<file path="src/rtl/regfile_scoreboard.sv">
// Integer regfile (2R/1W, x0 = 0) with per-register busy scoreboard and a one-entry-per-cycle flush FSM.
// Reads are combinational. Writes and issues are dropped while Ready=0. Optional `REGFILE_BYPASS_EN` adds write-first read forwarding.
module regfile_scoreboard #(
  parameter int DATA_W = 32,
  parameter int ADDR_W = 5
) (
  input  logic              clk,
  input  logic              reset,
  input  logic              RegWrite,
  input  logic [ADDR_W-1:0] WriteRegister,
  input  logic [DATA_W-1:0] RegWriteData,
  input  logic [ADDR_W-1:0] ReadRegister1,
  input  logic [ADDR_W-1:0] ReadRegister2,
  output logic [DATA_W-1:0] ReadData1,
  output logic [DATA_W-1:0] ReadData2,
  output logic              Busy1,
  output logic              Busy2,
  input  logic              IssueValid,
  input  logic [ADDR_W-1:0] IssueRd,
  input  logic              ClearReq,
  output logic              Ready
);

  localparam int NREGS = 2 ** ADDR_W;
  localparam logic [ADDR_W-1:0] LAST_IDX = ADDR_W'(NREGS - 1);
  localparam logic [ADDR_W-1:0] ONE      = ADDR_W'(1);

  typedef enum logic {
    READY = 1'b0,
    FLUSH = 1'b1
  } state_t;

  state_t            state_q, state_d;
  logic [ADDR_W-1:0] cnt_q, cnt_d;
  logic [DATA_W-1:0] mem_q [NREGS];
  logic [DATA_W-1:0] mem_d [NREGS];
  logic [NREGS-1:0]  busy_q, busy_d;

  logic accept;
  logic wr_en;
  logic iss_en;
  logic byp1;
  logic byp2;

  assign Ready  = (state_q == READY);
  // A ClearReq cycle swallows any write/issue presented alongside it.
  assign accept = Ready & ~ClearReq;
  assign wr_en  = RegWrite & accept & (WriteRegister != '0);
  assign iss_en = IssueValid & accept & (IssueRd != '0);

  always_comb begin
    state_d = state_q;
    cnt_d   = cnt_q;
    mem_d   = mem_q;
    busy_d  = busy_q;
    case (state_q)
      READY: begin
        if (wr_en) begin
          mem_d[WriteRegister]  = RegWriteData;
          busy_d[WriteRegister] = 1'b0;
        end
        // Applied after the write so a same-index issue leaves the register busy.
        if (iss_en) begin
          busy_d[IssueRd] = 1'b1;
        end
        if (ClearReq) begin
          state_d = FLUSH;
          cnt_d   = ONE;
        end
      end
      FLUSH: begin
        mem_d[cnt_q]  = '0;
        busy_d[cnt_q] = 1'b0;
        if (cnt_q == LAST_IDX) begin
          cnt_d   = '0;
          state_d = READY;
        end else begin
          cnt_d = cnt_q + ONE;
        end
      end
      default: begin
        state_d = READY;
        cnt_d   = '0;
      end
    endcase
  end

  always_ff @(posedge clk or negedge reset) begin
    if (!reset) begin
      state_q <= READY;
      cnt_q   <= '0;
      busy_q  <= '0;
      for (int i = 0; i < NREGS; i++) begin
        mem_q[i] <= '0;
      end
    end else begin
      state_q <= state_d;
      cnt_q   <= cnt_d;
      busy_q  <= busy_d;
      for (int i = 0; i < NREGS; i++) begin
        mem_q[i] <= mem_d[i];
      end
    end
  end

`ifdef REGFILE_BYPASS_EN
  assign byp1 = RegWrite & Ready & (WriteRegister != '0) & (WriteRegister == ReadRegister1);
  assign byp2 = RegWrite & Ready & (WriteRegister != '0) & (WriteRegister == ReadRegister2);
`else
  assign byp1 = 1'b0;
  assign byp2 = 1'b0;
`endif

  always_comb begin
    ReadData1 = '0;
    ReadData2 = '0;
    if (byp1) begin
      ReadData1 = RegWriteData;
    end else if (ReadRegister1 != '0) begin
      ReadData1 = mem_q[ReadRegister1];
    end
    if (byp2) begin
      ReadData2 = RegWriteData;
    end else if (ReadRegister2 != '0) begin
      ReadData2 = mem_q[ReadRegister2];
    end
  end

  // Busy reflects registered state only; no forwarding of this cycle's issue/write.
  assign Busy1 = (ReadRegister1 != '0) & busy_q[ReadRegister1];
  assign Busy2 = (ReadRegister2 != '0) & busy_q[ReadRegister2];

endmodule

</file>
<file path="config.mk">
export PLATFORM = sky130hd
export DESIGN_NAME = regfile_scoreboard
export DESIGN_NICKNAME = d
export VERILOG_FILES = /design/src/rtl/regfile_scoreboard.sv
export SDC_FILE = /design/constraint.sdc
export NUM_CORES = 2
export LEC_CHECK = 0
export CAP_MARGIN = 20
export CORE_ASPECT_RATIO = 1.1
export CORE_UTILIZATION = 58
export CTS_CLUSTER_SIZE = 16
export DETAILED_ROUTE_END_ITERATION = 6
export DONT_BUFFER_PORTS = 1
export PLACE_DENSITY_LB_ADDON = 0.12
export RECOVER_POWER = 25
export REMOVE_ABC_BUFFERS = 1
export SYNTH_ARGS = -nofsm -noshare
export SYNTH_HDL_FRONTEND = slang
export SYNTH_SLANG_ARGS = --single-unit
</file>
<file path="constraint.sdc">
create_clock -name clk -period 2.1 [get_ports clk]
set_input_delay 0 -clock clk [delete_from_list [all_inputs] [get_ports clk]]
set_output_delay 0 -clock clk [all_outputs]
set_load 0.05 [all_outputs]
</file>
==> impl_metrics.yaml <==
clocking:
  htreeDepth: 3
  clock_latency_ns: 0.75
  clock_path_buffers: 3
  ctsHoldBuffers: 71
  clk_pin_slew_ns: 0.06
  cts_sinks: 1062
  root_buffer: "clkbuf_16"
  cts_tree: "yes"
  cts_buffers: 111
detailed_routing:
  avgViaCountPerCell: 8.25
  antenna_left: 0
  wire_per_inst_um: 41.4
  first_pass_iters: 6
  wl_um: 227000
  drc: 0
  num_vias: 45300
  drt_iter0_markers: 6652
placement:
  gp_congestion: 0.938
  placed_cell_area_um2: 59500
  dp.cells: 5029
  numPortBuffers: 0
  hpwl_um: 123000
sta:
  slew_headroom_pct: -27.2
  setup_viol: 1049
  rsz0062_at_grt: "true"
  hold_violations: 295
  slew_viol_final: 513
  fin_ws_ns: -0.790
  period_share_pct: 138
  tightest_slew_ns: 1.91
  max_freq_mhz: 346
  hold-worst-slack_ns: -0.716
  finClkSkew_ns: 0.0260
  fin_crit_ns: 2.89
worst_setup_path:
  cpLargestDelayFamily: "simple AND/OR/NAND/NOR gates"
  cp_max_fo: 298
  critical_path_arrival_ns: 2.89
  crit_type: "in2out"
  max_stage_delay_ns: 1.20
  rr_endpoint: "mem_q[802]"
  r2r_slack_ns: -0.26
  critPathRequiredTime_ns: 2.10
  path_common_cell: "buf_12"
  crit_path_top_delay_cell: "or4_2"
  cp-end-kind: "primary output"
  r2r_start: "state_q"
  cp_num_buf_inv: 4
  start_kind: "input port"
  reg2reg_depth: 7
  path_cells: "or4_2, buf_12, o21ai_2, buf_6, a311oi_2, buf_4, buf_12"
outcome:
  failed_checks: "hold timing, capacitance limit, slew limit, setup timing"
  status: "complete, but fails checks"
global_routing:
  grt_pass1_wl_um: 321000
  grt_pass1_vias: 46300
  gr-usage-met1_pct: 57.8
  grt_max_degree: 1063
  grt_overflow: 0
  use_met2_pct: 66.5
  antenna_found_initial: 7
  track_usage_pct: 46.3
  grt_util_met3_pct: 17.8
  globalRoute.busiestLayer: "met2"
logic_synthesis:
  synth.avg_cell_area_um2: 14.0
  syn_area_um2: 54900
  seq_area_frac_synth_pct: 48.4
  yosysWarnings: 0
  yosysUniqueCellTypes: 46
  synth-seq-cells: 1062
  synth_cells: 3923
layout:
  final_common_cell: "dfrtp_1"
  regArea_um2: 26600
  layout_common_cells: "dfrtp_1 (1,061), a22o_1 (1,022), mux4_2 (462)"
  area_growth_pct: 25.4
  drive_above_1_share_pct: 38.5
  fin_util_pct: 73.9
  stdcell_count: 5487
  nFillCells: 5680
  fin_nets: 4194
  stdcell_area_um2: 68800
  multi_input_area_um2: 28800
hold_path:
  hold_path_class: "in2async"
power:
  p_leak_nw: 30.3
  ir_drop_uv: 1030
  powerDensity_nw_per_um2: 757
floorplanning:
  start_util_pct: 58.9
  io_pins: 124
  fp.dieW_um: 295
  die_area_um2: 95800
  coreArea_um2: 93100
  fp.dieH_um: 325
  rows: 117
run:
  max_cap_violations: 1
[state kept, by name, summed over array words and instances (netlist names)]
| register | flops |
|---|---|
| cnt_q | 5 |
| mem_q | 1024 |
| busy_q | 32 |
| state_q | 1 |
[worst reg2reg max path: stages (launching register included)]
cell and delay [ns]:
dfrtp_2 0.45, buf_6 0.13, or4b_4 0.60, buf_6 0.16, nor3_4 0.25, a31oi_4 0.15
clkbuf_16 0.28, a22o_1 0.20
[worst max-delay path by stage]
stage / startpoint / to / slack [ns] / cells after the start
detailed placement: state_q / mem_q[888] / -0.30 / 6
floorplan: state_q / busy_q[26] / -1.64 / 4
global route: ReadRegister2[2] / ReadData2[10] / -0.55 / 7
finish: ReadRegister2[2] / ReadData2[10] / -0.79 / 7
CTS: mem_q[522] / ReadData2[10] / -0.45 / 7
global placement: state_q / mem_q[893] / -0.28 / 5
[cell type report]
class,instances,area share [%]
Antenna cell,13,0.0473
Sequential cell,1062,38.6
Clock inverter,57,1.16
Tap cell,1249,2.27
Inverter,9,0.0527
Clock buffer,149,4.57
Timing Repair Buffer,607,11.4
Multi-Input combinational cell,2341,41.9
[logic make-up (layout without fill, tap and decap cells)]
kind of cell,count (synthesis),after routing,synth area share [%]
AOI/OAI and AO/OA,1435,1435,21.7
xor gates and xnor gates,2,2,0.0319
adders and majority gates,5,5,0.114
buffers and inverters,520,822,4.09
DFF,1062,1062,48.4
muxes,660,660,22.7
other,0,13,0
and+or+nand+nor,239,239,2.94
[layer usage]
layer	vias to the layer above	routed length, um
met5	-	17
met2	4348	98200
met3	1217	35400
met1	23200	73700
met4	2	19900
li1	16500	-
[report_power, final]
part           internal [mW]  switching (mW)  leakage (nW)
Combinational           3.62            5.90          13.5
Clock                   12.6            8.95          1.93
Sequential              20.7           0.303          14.8
[cell usage after synthesis, drive strengths merged]
cell type / instances / area, um2
or2b: 1 / 8.76
a22oi: 66 / 495
xnor2: 2 / 17.5
mux4: 462 / 10400
nand4bb: 1 / 11.3
buf: 223 / 1130
nor2: 18 / 67.6
and3: 5 / 31.3
clkbuf: 288 / 1080
a21oi: 22 / 114
and4: 1 / 8.76
nand3: 2 / 10.0
o21ai: 113 / 566
nor3: 32 / 348
inv: 9 / 33.8
mux2i: 132 / 1320
nand3b: 2 / 18.8
dfrtp: 1062 / 26600
nor4: 10 / 168
a211oi: 66 / 495
o2111ai: 21 / 184
or2: 2 / 12.5
mux2: 66 / 743
ha: 5 / 62.6
nor2b: 103 / 644
and2: 2 / 12.5
or4: 3 / 22.5
a221oi: 45 / 394
or3: 1 / 6.26
or4b: 2 / 20.0
nand2: 47 / 176
or3b: 2 / 17.5
nand2b: 5 / 31.3
a22o: 1022 / 8950
a311oi: 66 / 578
a32o: 3 / 30.0
a31oi: 11 / 75.1
[metrics by stage]
stage / hold WS [ns] / power [mW] / setup TNS (ns) / setup slack, ns
finish: -0.716 / 52.1 / -121.20 / -0.790
global route: -0.651 / 52.9 / -174.18 / -0.547
CTS: -1.01 / 50.9 / -106.94 / -0.453
detailed placement: -0.253 / 28.3 / -30.18 / -0.303
global placement: -0.256 / 28.2 / -17.20 / -0.277
floorplan: -0.296 / 24.1 / -1430.86 / -1.64
[repair_timing]
action / in CTS / in global routing
resized for setup: 430 / 145
setup endpoints to repair: 698 / 1479
buffers inserted: 88 / 67
pin swaps: 106 / 74
endpoints found under the hold margin: 2091 / 275
gates cloned: 20 / 18
(Power assumes the default switching activity.)
